**src/rtl/sdr_ch3_arbiter_if.sv**
```systemverilog
// SDRAM channel 3 sharing bus: ROM loader write port, BG2 read port and the
// downstream controller port, bundled so the arbiter has a single bus port.
interface sdr_ch3_arbiter_if #(
  parameter int AW = 25,
  parameter int DW = 16
);
  logic          rom_mode;
  logic [AW-1:0] rom_addr;
  logic [DW-1:0] rom_din;
  logic [1:0]    rom_be;
  logic          rom_req;
  logic          rom_rdy;

  logic [AW-1:0] bg_addr;
  logic          bg_req;
  logic [DW-1:0] bg_dout;
  logic          bg_rdy;

  logic [AW-1:0] dn_addr;
  logic [DW-1:0] dn_din;
  logic [1:0]    dn_be;
  logic          dn_rnw;
  logic          dn_req;
  logic [DW-1:0] dn_dout;
  logic          dn_rdy;

  logic          timeout_err;

  // Arbiter side.
  modport slave (
    input  rom_mode, rom_addr, rom_din, rom_be, rom_req,
    input  bg_addr, bg_req,
    input  dn_dout, dn_rdy,
    output rom_rdy, bg_dout, bg_rdy,
    output dn_addr, dn_din, dn_be, dn_rnw, dn_req,
    output timeout_err
  );

  // Requesters plus SDRAM controller side.
  modport master (
    output rom_mode, rom_addr, rom_din, rom_be, rom_req,
    output bg_addr, bg_req,
    output dn_dout, dn_rdy,
    input  rom_rdy, bg_dout, bg_rdy,
    input  dn_addr, dn_din, dn_be, dn_rnw, dn_req,
    input  timeout_err
  );
endinterface

```
**src/rtl/sdr_ch3_arbiter.sv**
```systemverilog
// Registered owner arbiter for SDRAM channel 3: ROM loader writes vs BG2 reads,
// never switching owner mid-access, with a watchdog against a lost dn_rdy.
module sdr_ch3_arbiter #(
  parameter int AW      = 25,
  parameter int DW      = 16,
  parameter int TIMEOUT = 255
) (
  input  logic              clk,
  input  logic              RSTn,
  sdr_ch3_arbiter_if.slave  bus
);

  typedef enum logic [1:0] {
    IDLE     = 2'd0,
    ROM_XFER = 2'd1,
    BG_XFER  = 2'd2,
    BG_STUB  = 2'd3
  } state_t;

  localparam logic [7:0] WD_LIMIT = 8'(TIMEOUT);

  state_t        state_q, state_d;
  logic [AW-1:0] dn_addr_q, dn_addr_d;
  logic [DW-1:0] dn_din_q, dn_din_d;
  logic [1:0]    dn_be_q, dn_be_d;
  logic          dn_rnw_q, dn_rnw_d;
  logic          dn_req_q, dn_req_d;
  logic          rom_rdy_q, rom_rdy_d;
  logic          bg_rdy_q, bg_rdy_d;
  logic [DW-1:0] bg_dout_q, bg_dout_d;
  logic          timeout_err_q, timeout_err_d;
  logic [7:0]    wd_q, wd_d;

  logic rom_go;
  logic bg_go;
  logic wd_expired;

  // A requester still holds req in the cycle after its rdy pulse; mask it then
  // so the same request is never granted twice.
  assign rom_go     = bus.rom_mode && bus.rom_req && !rom_rdy_q;
  assign bg_go      = bus.bg_req && !bg_rdy_q;
  assign wd_expired = (wd_q == WD_LIMIT);

  always_comb begin
    // NOTE: every _d gets a default before the case so no path leaves a
    // signal unassigned; that is what keeps this block from inferring latches.
    state_d       = state_q;
    dn_addr_d     = dn_addr_q;
    dn_din_d      = dn_din_q;
    dn_be_d       = dn_be_q;
    dn_rnw_d      = dn_rnw_q;
    dn_req_d      = dn_req_q;
    rom_rdy_d     = 1'b0;
    bg_rdy_d      = 1'b0;
    bg_dout_d     = bg_dout_q;
    timeout_err_d = timeout_err_q;
    wd_d          = wd_q;

    unique case (state_q)
      IDLE: begin
        if (rom_go) begin
          state_d   = ROM_XFER;
          dn_addr_d = bus.rom_addr;
          dn_din_d  = bus.rom_din;
          dn_be_d   = bus.rom_be;
          dn_rnw_d  = 1'b0;
          dn_req_d  = 1'b1;
          wd_d      = '0;
        end else if (bg_go && !bus.rom_mode) begin
          state_d   = BG_XFER;
          dn_addr_d = bus.bg_addr;
          dn_rnw_d  = 1'b1;
          dn_req_d  = 1'b1;
          wd_d      = '0;
        end else if (bg_go) begin
          state_d   = BG_STUB;
        end
      end

      ROM_XFER: begin
        // A dn_rdy coinciding with expiry is a normal completion.
        if (bus.dn_rdy) begin
          state_d   = IDLE;
          dn_req_d  = 1'b0;
          rom_rdy_d = 1'b1;
        end else if (wd_expired) begin
          state_d       = IDLE;
          dn_req_d      = 1'b0;
          rom_rdy_d     = 1'b1;
          timeout_err_d = 1'b1;
        end else begin
          wd_d = wd_q + 8'd1;
        end
      end

      BG_XFER: begin
        if (bus.dn_rdy) begin
          state_d   = IDLE;
          dn_req_d  = 1'b0;
          bg_dout_d = bus.dn_dout;
          bg_rdy_d  = 1'b1;
        end else if (wd_expired) begin
          state_d       = IDLE;
          dn_req_d      = 1'b0;
          bg_dout_d     = '0;
          bg_rdy_d      = 1'b1;
          timeout_err_d = 1'b1;
        end else begin
          wd_d = wd_q + 8'd1;
        end
      end

      BG_STUB: begin
        // Keeps the BG2 pipeline moving during download without an SDRAM read.
        state_d   = IDLE;
        bg_dout_d = '0;
        bg_rdy_d  = 1'b1;
      end

      default: state_d = IDLE;
    endcase
  end

  // NOTE: state uses non-blocking assignments so every flop samples the values
  // from before the edge, independent of statement order.
  always_ff @(posedge clk or negedge RSTn) begin
    if (!RSTn) begin
      state_q       <= IDLE;
      dn_addr_q     <= '0;
      dn_din_q      <= '0;
      dn_be_q       <= '0;
      dn_rnw_q      <= 1'b1;
      dn_req_q      <= 1'b0;
      rom_rdy_q     <= 1'b0;
      bg_rdy_q      <= 1'b0;
      bg_dout_q     <= '0;
      timeout_err_q <= 1'b0;
      wd_q          <= '0;
    end else begin
      state_q       <= state_d;
      dn_addr_q     <= dn_addr_d;
      dn_din_q      <= dn_din_d;
      dn_be_q       <= dn_be_d;
      dn_rnw_q      <= dn_rnw_d;
      dn_req_q      <= dn_req_d;
      rom_rdy_q     <= rom_rdy_d;
      bg_rdy_q      <= bg_rdy_d;
      bg_dout_q     <= bg_dout_d;
      timeout_err_q <= timeout_err_d;
      wd_q          <= wd_d;
    end
  end

  assign bus.dn_addr     = dn_addr_q;
  assign bus.dn_din      = dn_din_q;
  assign bus.dn_be       = dn_be_q;
  assign bus.dn_rnw      = dn_rnw_q;
  assign bus.dn_req      = dn_req_q;
  assign bus.rom_rdy     = rom_rdy_q;
  assign bus.bg_rdy      = bg_rdy_q;
  assign bus.bg_dout     = bg_dout_q;
  assign bus.timeout_err = timeout_err_q;

endmodule

```
**src/flat_wrapper.sv**
```systemverilog
// flat-port wrapper written by rule: the top's interface ports become plain ports
module sdr_ch3_arbiter_flat 
#(
  parameter int AW      = 25,
  parameter int DW      = 16,
  parameter int TIMEOUT = 255
)
  (clk, RSTn, bus_rom_mode, bus_rom_addr, bus_rom_din, bus_rom_be, bus_rom_req, bus_bg_addr, bus_bg_req, bus_dn_dout, bus_dn_rdy, bus_rom_rdy, bus_bg_dout, bus_bg_rdy, bus_dn_addr, bus_dn_din, bus_dn_be, bus_dn_rnw, bus_dn_req, bus_timeout_err);
  sdr_ch3_arbiter_if #(.AW(AW), .DW(DW)) bus_i ();
  input  logic clk;
  input  logic RSTn;
  input wire logic [$bits(bus_i.rom_mode)-1:0] bus_rom_mode;
  input wire logic [$bits(bus_i.rom_addr)-1:0] bus_rom_addr;
  input wire logic [$bits(bus_i.rom_din)-1:0] bus_rom_din;
  input wire logic [$bits(bus_i.rom_be)-1:0] bus_rom_be;
  input wire logic [$bits(bus_i.rom_req)-1:0] bus_rom_req;
  input wire logic [$bits(bus_i.bg_addr)-1:0] bus_bg_addr;
  input wire logic [$bits(bus_i.bg_req)-1:0] bus_bg_req;
  input wire logic [$bits(bus_i.dn_dout)-1:0] bus_dn_dout;
  input wire logic [$bits(bus_i.dn_rdy)-1:0] bus_dn_rdy;
  output wire logic [$bits(bus_i.rom_rdy)-1:0] bus_rom_rdy;
  output wire logic [$bits(bus_i.bg_dout)-1:0] bus_bg_dout;
  output wire logic [$bits(bus_i.bg_rdy)-1:0] bus_bg_rdy;
  output wire logic [$bits(bus_i.dn_addr)-1:0] bus_dn_addr;
  output wire logic [$bits(bus_i.dn_din)-1:0] bus_dn_din;
  output wire logic [$bits(bus_i.dn_be)-1:0] bus_dn_be;
  output wire logic [$bits(bus_i.dn_rnw)-1:0] bus_dn_rnw;
  output wire logic [$bits(bus_i.dn_req)-1:0] bus_dn_req;
  output wire logic [$bits(bus_i.timeout_err)-1:0] bus_timeout_err;
  assign bus_i.rom_mode = bus_rom_mode;
  assign bus_i.rom_addr = bus_rom_addr;
  assign bus_i.rom_din = bus_rom_din;
  assign bus_i.rom_be = bus_rom_be;
  assign bus_i.rom_req = bus_rom_req;
  assign bus_i.bg_addr = bus_bg_addr;
  assign bus_i.bg_req = bus_bg_req;
  assign bus_i.dn_dout = bus_dn_dout;
  assign bus_i.dn_rdy = bus_dn_rdy;
  assign bus_rom_rdy = bus_i.rom_rdy;
  assign bus_bg_dout = bus_i.bg_dout;
  assign bus_bg_rdy = bus_i.bg_rdy;
  assign bus_dn_addr = bus_i.dn_addr;
  assign bus_dn_din = bus_i.dn_din;
  assign bus_dn_be = bus_i.dn_be;
  assign bus_dn_rnw = bus_i.dn_rnw;
  assign bus_dn_req = bus_i.dn_req;
  assign bus_timeout_err = bus_i.timeout_err;
  sdr_ch3_arbiter #(.AW(AW), .DW(DW), .TIMEOUT(TIMEOUT)) u_core (.clk(clk), .RSTn(RSTn), .bus(bus_i));
endmodule
```
**config.mk**
```make
export PLATFORM = sky130hd
export DESIGN_NAME = sdr_ch3_arbiter_flat
export DESIGN_NICKNAME = d
export VERILOG_FILES = /design/src/rtl/sdr_ch3_arbiter_if.sv /design/src/rtl/sdr_ch3_arbiter.sv /design/src/flat_wrapper.sv
export SDC_FILE = /design/constraint.sdc
export NUM_CORES = 1
export LEC_CHECK = 0
export CAP_MARGIN = 0
export CORE_UTILIZATION = 41
export CTS_CLUSTER_SIZE = 10
export DETAILED_ROUTE_END_ITERATION = 12
export PLACE_DENSITY = 0.8
export SLEW_MARGIN = 0
export SYNTH_ARGS = -nofsm -noshare
export SYNTH_HDL_FRONTEND = slang
export SYNTH_SLANG_ARGS = --single-unit
```
**constraint.sdc**
```tcl
create_clock -name clk -period 2.2 [get_ports clk]
set_clock_uncertainty 0.1 [all_clocks]
set_input_delay 0.44 -clock clk [delete_from_list [all_inputs] [get_ports clk]]
set_output_delay 0.44 -clock clk [all_outputs]
set_load 0.02 [all_outputs]
```
# Word-level counts from Yosys, hierarchy flattened
# Index checks and enable logic that the tools add are counted.
# word_totals
ff_bits,74
inputBits,90
wordCells,68
# classes
reduce_logical,19
n_eq_ne,10
bitwise_logic,1
mux,26
addsub,1
# ops
operator,count
2-to-1 mux 25 bit,2
2-to-1 mux 16 bit,2
2-to-1 mux 8 bit,4
case mux 16 bit (2 select lines),1
case mux 8 bit (2 select lines),1
2-to-1 mux 2 bit,5
"adder 8 x 1 -> 8 bit, second input constant",1
"== test 8 bit, second input constant",1
2-to-1 mux 1 bit,8
AND reduction 2 bit,4
"inequality test 3 x 1 -> 1 bit, second input constant",2
case mux 2 bit (3 select lines),1
AND reduction 3 bit,2
nonzero test 2 bit,3
"== test 2 bit, second input constant",2
logical AND 1 bit,4
"inequality test 2 bit, second input constant",2
"inequality test 4 x 1 -> 1 bit, second input constant",1
case mux 1 bit (2 select lines),2
AND reduction 4 bit,1
logical NOT 1 bit,3
"inequality test 3 x 2 -> 1 bit, second input constant",1
"== test 2 x 1 -> 1 bit, second input constant",1
logical NOT 2 bit,1
other kinds (2),2

# Longest topological paths before layout
# Gate-level depths: netlist of the first run.
# depth
word_depth,6
mapped_depth,7
mapped_depth_nobuf,6

# Worst setup path after synthesis of the first run
# No wires, ideal clock.
# synth_path
path_kind,reg2reg
from,register u_core.state_q[0]
to,register u_core.wd_q[0]
arrival_time_ns,1.742
path_buffers,1
setup_slack_ns,0.233
setup_ns,0.125
required_ns,1.975
synth_period_minus_slack_ns,1.967
path_stages_with_launch,7
path_cell_list,dfrtp_1 > inv_1 > ha_1 > clkbuf_1 > or2b_4 > a21oi_4 > mux2_4
# synth_between
elab_chain_cells,4
word_cells_on_any_way,10
# synth_lines
element,line_no,source
from (decl),sdr_ch3_arbiter.sv:22,"state_t state_q, state_d;"
from (signal assigned),sdr_ch3_arbiter.sv:140,state_q <= state_d;
== test 2 x 1 -> 1 bit / == test 2 bit (equally long branches),sdr_ch3_arbiter.sv:59,unique case (state_q)
OR reduction 2 bit (no line),n/a,
inequality test 2 bit (no line) / nonzero test 2 bit (equally long branches),n/a,
AND reduction 4 bit (no line),n/a,
to (signal assigned),sdr_ch3_arbiter.sv:150,wd_q <= wd_d;
to (decl),sdr_ch3_arbiter.sv:32,"logic [7:0] wd_q, wd_d;"
# Parallel ways exist; a longest one is shown, timed or not.
# A chain may end at the register's enable or synchronous reset.

# Final worst setup path of the first run
# layout_path
from,input port bus_bg_req
to,"register u_core.dn_addr_q[2], in the netlist u_core.bus.dn_addr[2]"
# layout_between
elab_chain_cells,4
# layout_lines
element,line_no,source
from (decl),flat_wrapper.sv:18,input wire logic [$bits(bus_i.bg_req)-1:0] bus_bg_req;
logical AND 1 bit,sdr_ch3_arbiter.sv:41,assign bg_go = bus.bg_req && !bg_rdy_q;
logical AND 1 bit,sdr_ch3_arbiter.sv:69,end else if (bg_go && !bus.rom_mode) begin
nonzero test 2 bit (no line),n/a,
AND reduction 2 bit (no line),n/a,
to (signal assigned),sdr_ch3_arbiter.sv:141,dn_addr_q <= dn_addr_d;
to (decl),sdr_ch3_arbiter.sv:23,"logic [AW-1:0] dn_addr_q, dn_addr_d;"
# Every way passes these cells.

==> results.py, run 1 <==
metrics = {
    "pwr": {
        "p_int_mw": 4.08,
        "p_leak_nw": 2.22,
        "ir_drop_uv": 480,
        "seqPwrFrac": 0.343,
        "switching_share": 0.378,
        "p_per_area_nw_per_um2": 1280,
        "p_sw_mw": 2.49,
        "clockPowerShare": 0.145,
        "fin_total_pwr_mw": 6.57,
        "pwr-share-comb": 0.512,
    },
    "worst_setup_path": {
        "cp-end-kind": "register",
        "required_ns": 2.28,
        "crit_path_start_kind": "input port",
        "cp.arrival_ns": 2.15,
        "r2r_cells": 7,
        "crit_type": "in2reg",
        "worst-path-max-fanout": 25,
    },
    "timing": {
        "finalCriticalPeriod_ns": 2.07,
        "whs_ns": 0.382,
        "worst_slew_pin_slew_ns": 0.970,
        "drv_slew": 0,
        "fin_crit_sh": 0.941,
        "fin_tns_setup_ns": 0,
        "fmax_mhz": 483,
        "maxSlewHeadroom": 0.353,
        "rsz0062_at_grt": "false",
        "finalWorstSetupSlack_ns": 0.130,
        "setup_viol": 0,
        "finalHoldViolCount": 0,
    },
    "die": {
        "num_io_pins": 154,
        "core_um2": 7690,
        "die_y_um": 90.9,
        "die_x_um": 90.9,
        "num_rows": 32,
        "die-area_um2": 8270,
        "start_util": 0.422,
    },
    "placed_design": {
        "gp_congestion": 0.854,
        "dpl_cell_area_um2": 4940,
        "place_worst_setup_slack_ns": -0.292,
        "dp_hpwl_mm": 5.92,
        "portBuffers": 153,
        "placed_cells": 522,
    },
    "logic_synthesis": {
        "synth_top_cell_by_area": "dfrtp_1",
        "yosys-top-cells-area": "dfrtp_1 (56%), mux2i_1 (8.0%), mux2_2 (6.3%), a22o_1 (4.3%), o21ai_0 (4.2%)",
        "synthDistinctLibCells": 42,
        "ys_seq_elements": 74,
        "yosys_warnings": 0,
        "synth.top_cell.area_share": 0.563,
        "ys_top_cells_by_count": "dfrtp_1 (73), nand2_1 (30), o21ai_0 (27)",
        "netlist_area_um2": 3240,
        "syn_inst": 269,
        "syn_nets": 365,
        "synthFlopType": "dfrtp_1",
        "synth_edf_count": 0,
        "avgSynthCellArea_um2": 12.1,
        "async_flop_share": 1.00,
        "synth.most_common_cell": "dfrtp_1",
        "yosysSeqAreaShare": 0.572,
    },
    "clocking": {
        "ctsLongestPathBuffers": 2,
        "cts_tree": "yes",
        "clock_sinks": 74,
        "htreeDepth": 3,
        "path_clk_slew_ns": 0.08,
        "numCtsBuffers": 9,
        "root_buffer": "clkbuf_8",
        "cts_setup_buffers": 0,
        "clk_latency_ns": 0.33,
    },
    "flow_run": {
        "cap_violations": 0,
    },
    "grt": {
        "first_global_vias": 2639,
        "grt_pass1_wl_mm": 12.7,
        "grt.total_usage": 0.197,
        "grt-ovfl-total": 0,
        "antenna_found_initial": 0,
        "grt_max_degree": 51,
    },
    "final_layout": {
        "fin_nets": 529,
        "syn2layout_area_growth_pct": 58.8,
        "fin_util": 0.670,
        "drive_gt1_frac": 0.133,
        "final_cell_area_um2": 5150,
        "diodes": 0,
        "final_cells": 539,
    },
    "route": {
        "vias_per_cell": 5.05,
        "dr.first_iter.drc_count": 53,
        "ant_nets": 0,
        "vias": 2724,
        "drc": 0,
        "dr.pass1.iters": 4,
        "drt_wl_total_mm": 8.23,
        "wl_per_cell_um": 15.3,
    },
    "outcome": {
        "status": "completed",
    },
    "min_path": {
        "hold_path.class": "reg2reg",
        "hold_path_depth": 2,
    },
}
[what timing repair did]
action / 4_1_cts / 5_1_grt
setup endpoints to repair: 0 / 37
hold endpoints to repair: 36 / 0
hold buffers: 1 / 0
resized for setup: 0 / 2
[power by group through the flow]
stage                     clock [mW]  combinational, mW  sequential [mW]
after floorplan                    0               1.12             2.89
after global placement             0               3.25             2.25
after detailed placement           0               3.33             2.27
after CTS                      0.974               3.35             2.26
after global routing            1.03               3.58             2.34
final                          0.951               3.36             2.26
[worst max-delay path: stages]
cell and delay, ns:
clkdlybuf4s50_1 0.43, nor3b_1 0.15, buf_4 0.16, o21ai_2 0.77
o21ai_0 0.20
[layout by cell type (no fill, tap or decap), types with 2 or more instances in the layout]
cell type	count
clkdlybuf4s50_1	152
nand2b_1	3
o21ai_0	27
and3_1	2
nand3_1	3
o31ai_1	2
a22o_1	16
mux2i_1	26
clkinv_2	2
mux2_2	18
ha_1	6
a31oi_1	10
nand2_1	30
nor2_1	3
dfrtp_1	73
buf_4	12
a21oi_1	5
clkbuf_8	11
nor2b_1	2
nor3_1	2
inv_1	4
[state kept, by name, indices dropped and copies added, names as in the netlist, 2 cells and up]
| name | count |
|---|---|
| u_core.wd_q | 8 |
| u_core.bus.dn_be | 2 |
| u_core.bus.dn_din | 16 |
| u_core.bus.bg_dout | 16 |
| u_core.bus.dn_addr | 25 |
| u_core.state_q | 2 |
[path summary, 6_finish.rpt]
path | startpoint | endpoint | slack (ns)
max | bus_bg_req | u_core.bus.dn_addr[2] | 0.13
min | u_core.bus.dn_addr[5] | u_core.bus.dn_addr[5] | 0.38
max reg2reg | u_core.state_q[0] | u_core.wd_q[1] | 0.19
min reg2reg | u_core.bus.dn_addr[5] | u_core.bus.dn_addr[5] | 0.38
max in group asynchronous | RSTn | u_core.bus.bg_dout[3] | 0.89
min in group asynchronous | RSTn | u_core.bus.dn_addr[18] | 0.50
[routing by layer]
metal | GRT usage | vias up | wire (um)
met5 | 0 | - | 0
met4 | 0.0701 | 0 | 100
met3 | 0.0446 | 9 | 415
met2 | 0.340 | 110 | 4280
met1 | 0.242 | 1310 | 3430
li1 | - | 1295 | -
[kinds of logic after synthesis]
logic type / share of synthesized area
flip-flops: 0.572
AO/OA/AOI/OAI: 0.142
AND/OR/NAND/NOR: 0.0845
multiplexers: 0.152
buffers and inverters: 0.0266
adder cells (fa/ha/maj): 0.0232
[cell type report]
| type | instances | area (um2) |
|---|---|---|
| multi-input cells | 178 | 1330 |
| clock buffers | 11 | 151 |
| fillers | 611 | 2540 |
| flip-flops and latches | 74 | 1850 |
| clock inverters | 4 | 26.3 |
| repair buffers | 166 | 1640 |
| well taps | 102 | 128 |
| inverters | 4 | 15.0 |
(Power assumes the default switching activity.)
==> inputs of run 2 (changes only) <==
--- a/config.mk
+++ b/config.mk
@@ -10,6 +10,7 @@
 export CTS_CLUSTER_SIZE = 10
 export DETAILED_ROUTE_END_ITERATION = 12
 export PLACE_DENSITY = 0.8
+export SKIP_LAST_GASP = 1
 export SLEW_MARGIN = 0
 export SYNTH_ARGS = -nofsm -noshare
 export SYNTH_HDL_FRONTEND = slang
==> results of run 2 <==
Same layout as run 1: the final DEF is identical, and so are final timing and power.
==> inputs of run 3 (changes only) <==
--- a/config.mk
+++ b/config.mk
@@ -5,11 +5,11 @@
 export SDC_FILE = /design/constraint.sdc
 export NUM_CORES = 1
 export LEC_CHECK = 0
+export ABC_AREA = 1
 export CAP_MARGIN = 0
-export CORE_UTILIZATION = 41
+export CORE_UTILIZATION = 25
 export CTS_CLUSTER_SIZE = 10
 export DETAILED_ROUTE_END_ITERATION = 12
-export PLACE_DENSITY = 0.8
 export SKIP_LAST_GASP = 1
 export SLEW_MARGIN = 0
 export SYNTH_ARGS = -nofsm -noshare
==> run 3 against run 2 <==
Against the previous run:
- final cell count grew 34%
- utilization down 26 points
- routed wire length rose by 9.0%
- clock power rose by 40%
- flip-flop and latch count is the same
- sequential share of layout area shrank 2.2 points
- critical path type is now reg2out
- largest cell class unchanged
==> results.py, run 3 <==
metrics = {
    "pwr": {
        "fin_total_pwr_mw": 7.06,
        "switching_share": 0.380,
        "ir_drop_uv": 368,
        "p_int_mw": 4.38,
        "p_sw_mw": 2.68,
        "p_leak_nw": 2.49,
        "seqPwrFrac": 0.324,
        "clockPowerShare": 0.189,
        "p_per_area_nw_per_um2": 1290,
        "pwr-share-comb": 0.487,
    },
    "logic_synthesis": {
        "synth_top_family_by_area": "simple AND/OR/NAND/NOR gates",
        "ys_seq_elements": 74,
        "syn_nets": 482,
        "synth_top_cell_by_area": "dfrtp_1",
        "yosys_warnings": 0,
        "avgSynthCellArea_um2": 8.99,
        "synthSimpleGateAreaFrac": 0.197,
        "synth_edf_count": 0,
        "async_flop_share": 1.00,
        "synth_xor_area_frac": 0,
        "synth_adder_area_share": 0.0216,
        "yosys-top-cells-area": "dfrtp_1 (53%), nand2_1 (9.6%), o21ai_0 (5.2%), inv_1 (4.2%), a21oi_1 (3.9%)",
        "yosysSeqAreaShare": 0.534,
        "synth_compound_area_frac": 0.105,
        "netlist_area_um2": 3470,
        "ys_top_cells_by_count": "nand2_1 (89), dfrtp_1 (73), inv_1 (39)",
        "synthDistinctLibCells": 26,
        "synthFlopType": "dfrtp_1",
        "synth.most_common_cell": "nand2_1",
        "synthMuxAreaShare": 0.0681,
        "synth.top_cell.area_share": 0.526,
        "syn_inst": 386,
    },
    "grt": {
        "grt-ovfl-total": 0,
        "grt.total_usage": 0.131,
        "grt_pass1_wl_mm": 14.7,
        "antenna_found_initial": 0,
        "grt_max_degree": 51,
        "first_global_vias": 3065,
    },
    "timing": {
        "fin_tns_setup_ns": 0,
        "worst_slew_pin_slew_ns": 0.706,
        "setup_viol": 0,
        "finalCriticalPeriod_ns": 2.02,
        "maxSlewHeadroom": 0.529,
        "finalHoldViolCount": 0,
        "fmax_mhz": 495,
        "drv_slew": 0,
        "rsz0062_at_grt": "false",
        "fin_crit_sh": 0.919,
    },
    "worst_setup_path": {
        "r2r_slack_ns": 0.32,
        "worst-path-max-fanout": 2,
        "crit_type": "reg2out",
        "reg2reg_from": "u_core.state_q[1]",
        "r2r_cells": 6,
        "max_stage_delay_ns": 0.62,
        "cp_cell_sequence": "clkdlybuf4s50_1",
        "cp.arrival_ns": 1.48,
        "crit_buf_inv": 1,
        "crit_path_start_kind": "register",
        "required_ns": 1.66,
        "timing.rr.end": "u_core.wd_q[4]",
        "cp-end-kind": "output port",
        "cpMaxStageDelayCell": "clkdlybuf4s50_1",
        "cpLargestDelayFamily": "buffers and inverters",
    },
    "die": {
        "num_io_pins": 154,
        "die_y_um": 120,
        "die-area_um2": 14400,
        "start_util": 0.259,
        "die_x_um": 120,
        "core_um2": 13400,
        "num_rows": 42,
    },
    "final_layout": {
        "drive_gt1_frac": 0.0938,
        "fin_util": 0.409,
        "final_cells": 720,
        "diodes": 0,
        "fillers": 1342,
        "syn2layout_area_growth_pct": 57.9,
        "fin_nets": 635,
        "largest_reg_flops": 25,
        "layout_commonest_cell": "clkdlybuf4s50_1",
        "final_cell_mix": "clkdlybuf4s50_1 (152), nand2_1 (89), dfrtp_1 (73)",
    },
    "route": {
        "vias": 3099,
        "drt_wl_total_mm": 8.97,
        "wl_per_cell_um": 12.5,
        "drc": 0,
        "vias_per_cell": 4.30,
        "dr.first_iter.drc_count": 124,
        "dr.pass1.iters": 4,
        "ant_nets": 0,
    },
    "min_path": {
        "whs_endpoint": "u_core.bus.bg_dout[12]",
        "hold_path.class": "reg2reg",
        "hold_path_depth": 2,
        "hp-start": "u_core.bus.bg_dout[12]",
    },
    "clocking": {
        "clock_sinks": 74,
        "numCtsBuffers": 9,
        "post_cts_resized": 0,
        "path_clk_slew_ns": 0.06,
        "root_buffer": "clkbuf_16",
        "cts_tree": "yes",
        "ctsLongestPathBuffers": 2,
        "htreeDepth": 3,
        "clk_latency_ns": 0.33,
    },
    "placed_design": {
        "dp_hpwl_mm": 6.67,
        "gp_congestion": 0.790,
        "portBuffers": 153,
        "placed_cells": 703,
    },
    "outcome": {
        "status": "completed",
    },
    "flow_run": {
        "cap_violations": 0,
    },
}
-- run 3: cells by family after synthesis --
group	Yosys count
buffers and inverters	60
flip-flops	74
AND/OR/NAND/NOR	158
AO/OA/AOI/OAI	70
adder cells (fa/ha/maj)	6
multiplexers	18
-- run 3: what timing repair did --
action,in CTS,in global routing
endpoints found under the hold margin,28,0
hold buffers,1,0
setup buffers,0,0
-- run 3: cell type report --
cell class | count | area (um2) | share of cell area
inverters | 40 | 150 | 0.0274
repair buffers | 162 | 1620 | 0.296
clock buffers | 11 | 243 | 0.0443
flip-flops and latches | 74 | 1850 | 0.338
multi-input cells | 252 | 1360 | 0.248
clock inverters | 5 | 30.0 | 0.00548
well taps | 176 | 220 | 0.0402
-- run 3: power groups by stage --
stage          registers [mW]  logic, mW  clock network, mW
6_report                 2.29       3.44               1.33
5_1_grt                  2.37       3.75               1.44
4_1_cts                  2.30       3.49               1.39
3_5_place_dp             2.31       3.48                  0
3_3_place_gp             2.29       3.43                  0
2_1_floorplan            2.94       1.24                  0
-- run 3: metal layers --
layer | part of all wire | GRT usage | vias up
met1 | 0.45 | 0.167 | 1410
met5 | 0 | 0 | -
li1 | - | - | 1571
met2 | 0.45 | 0.201 | 104
met3 | 0.074 | 0.0380 | 14
met4 | 0.019 | 0.0633 | 0
-- run 3: worst max-delay path by stage --
stage	slack (ns)	cells past startpoint	start	endpoint
6_report	0.18	1	u_core.bus.dn_rnw	bus_dn_rnw
5_1_grt	0.12	6	u_core.state_q[0]	u_core.wd_q[0]
4_1_cts	0.15	1	u_core.bus.dn_rnw	bus_dn_rnw
3_5_place_dp	0.19	8	bus_bg_req	u_core.bus.dn_addr[7]
3_3_place_gp	0.25	5	bus_rom_mode	u_core.bus.dn_addr[1]
2_1_floorplan	0.52	6	u_core.state_q[0]	u_core.bus.dn_din[10]
-- run 3: metrics by stage --
stage,setup slack [ns],instance area [um2],hold WS [ns]
after CTS,0.152,5480,0.379
after global routing,0.116,5480,0.389
after detailed placement,0.188,5200,0.351
after global placement,0.250,5200,0.346
after floorplan,0.525,3470,0.0444
final,0.179,5480,0.371
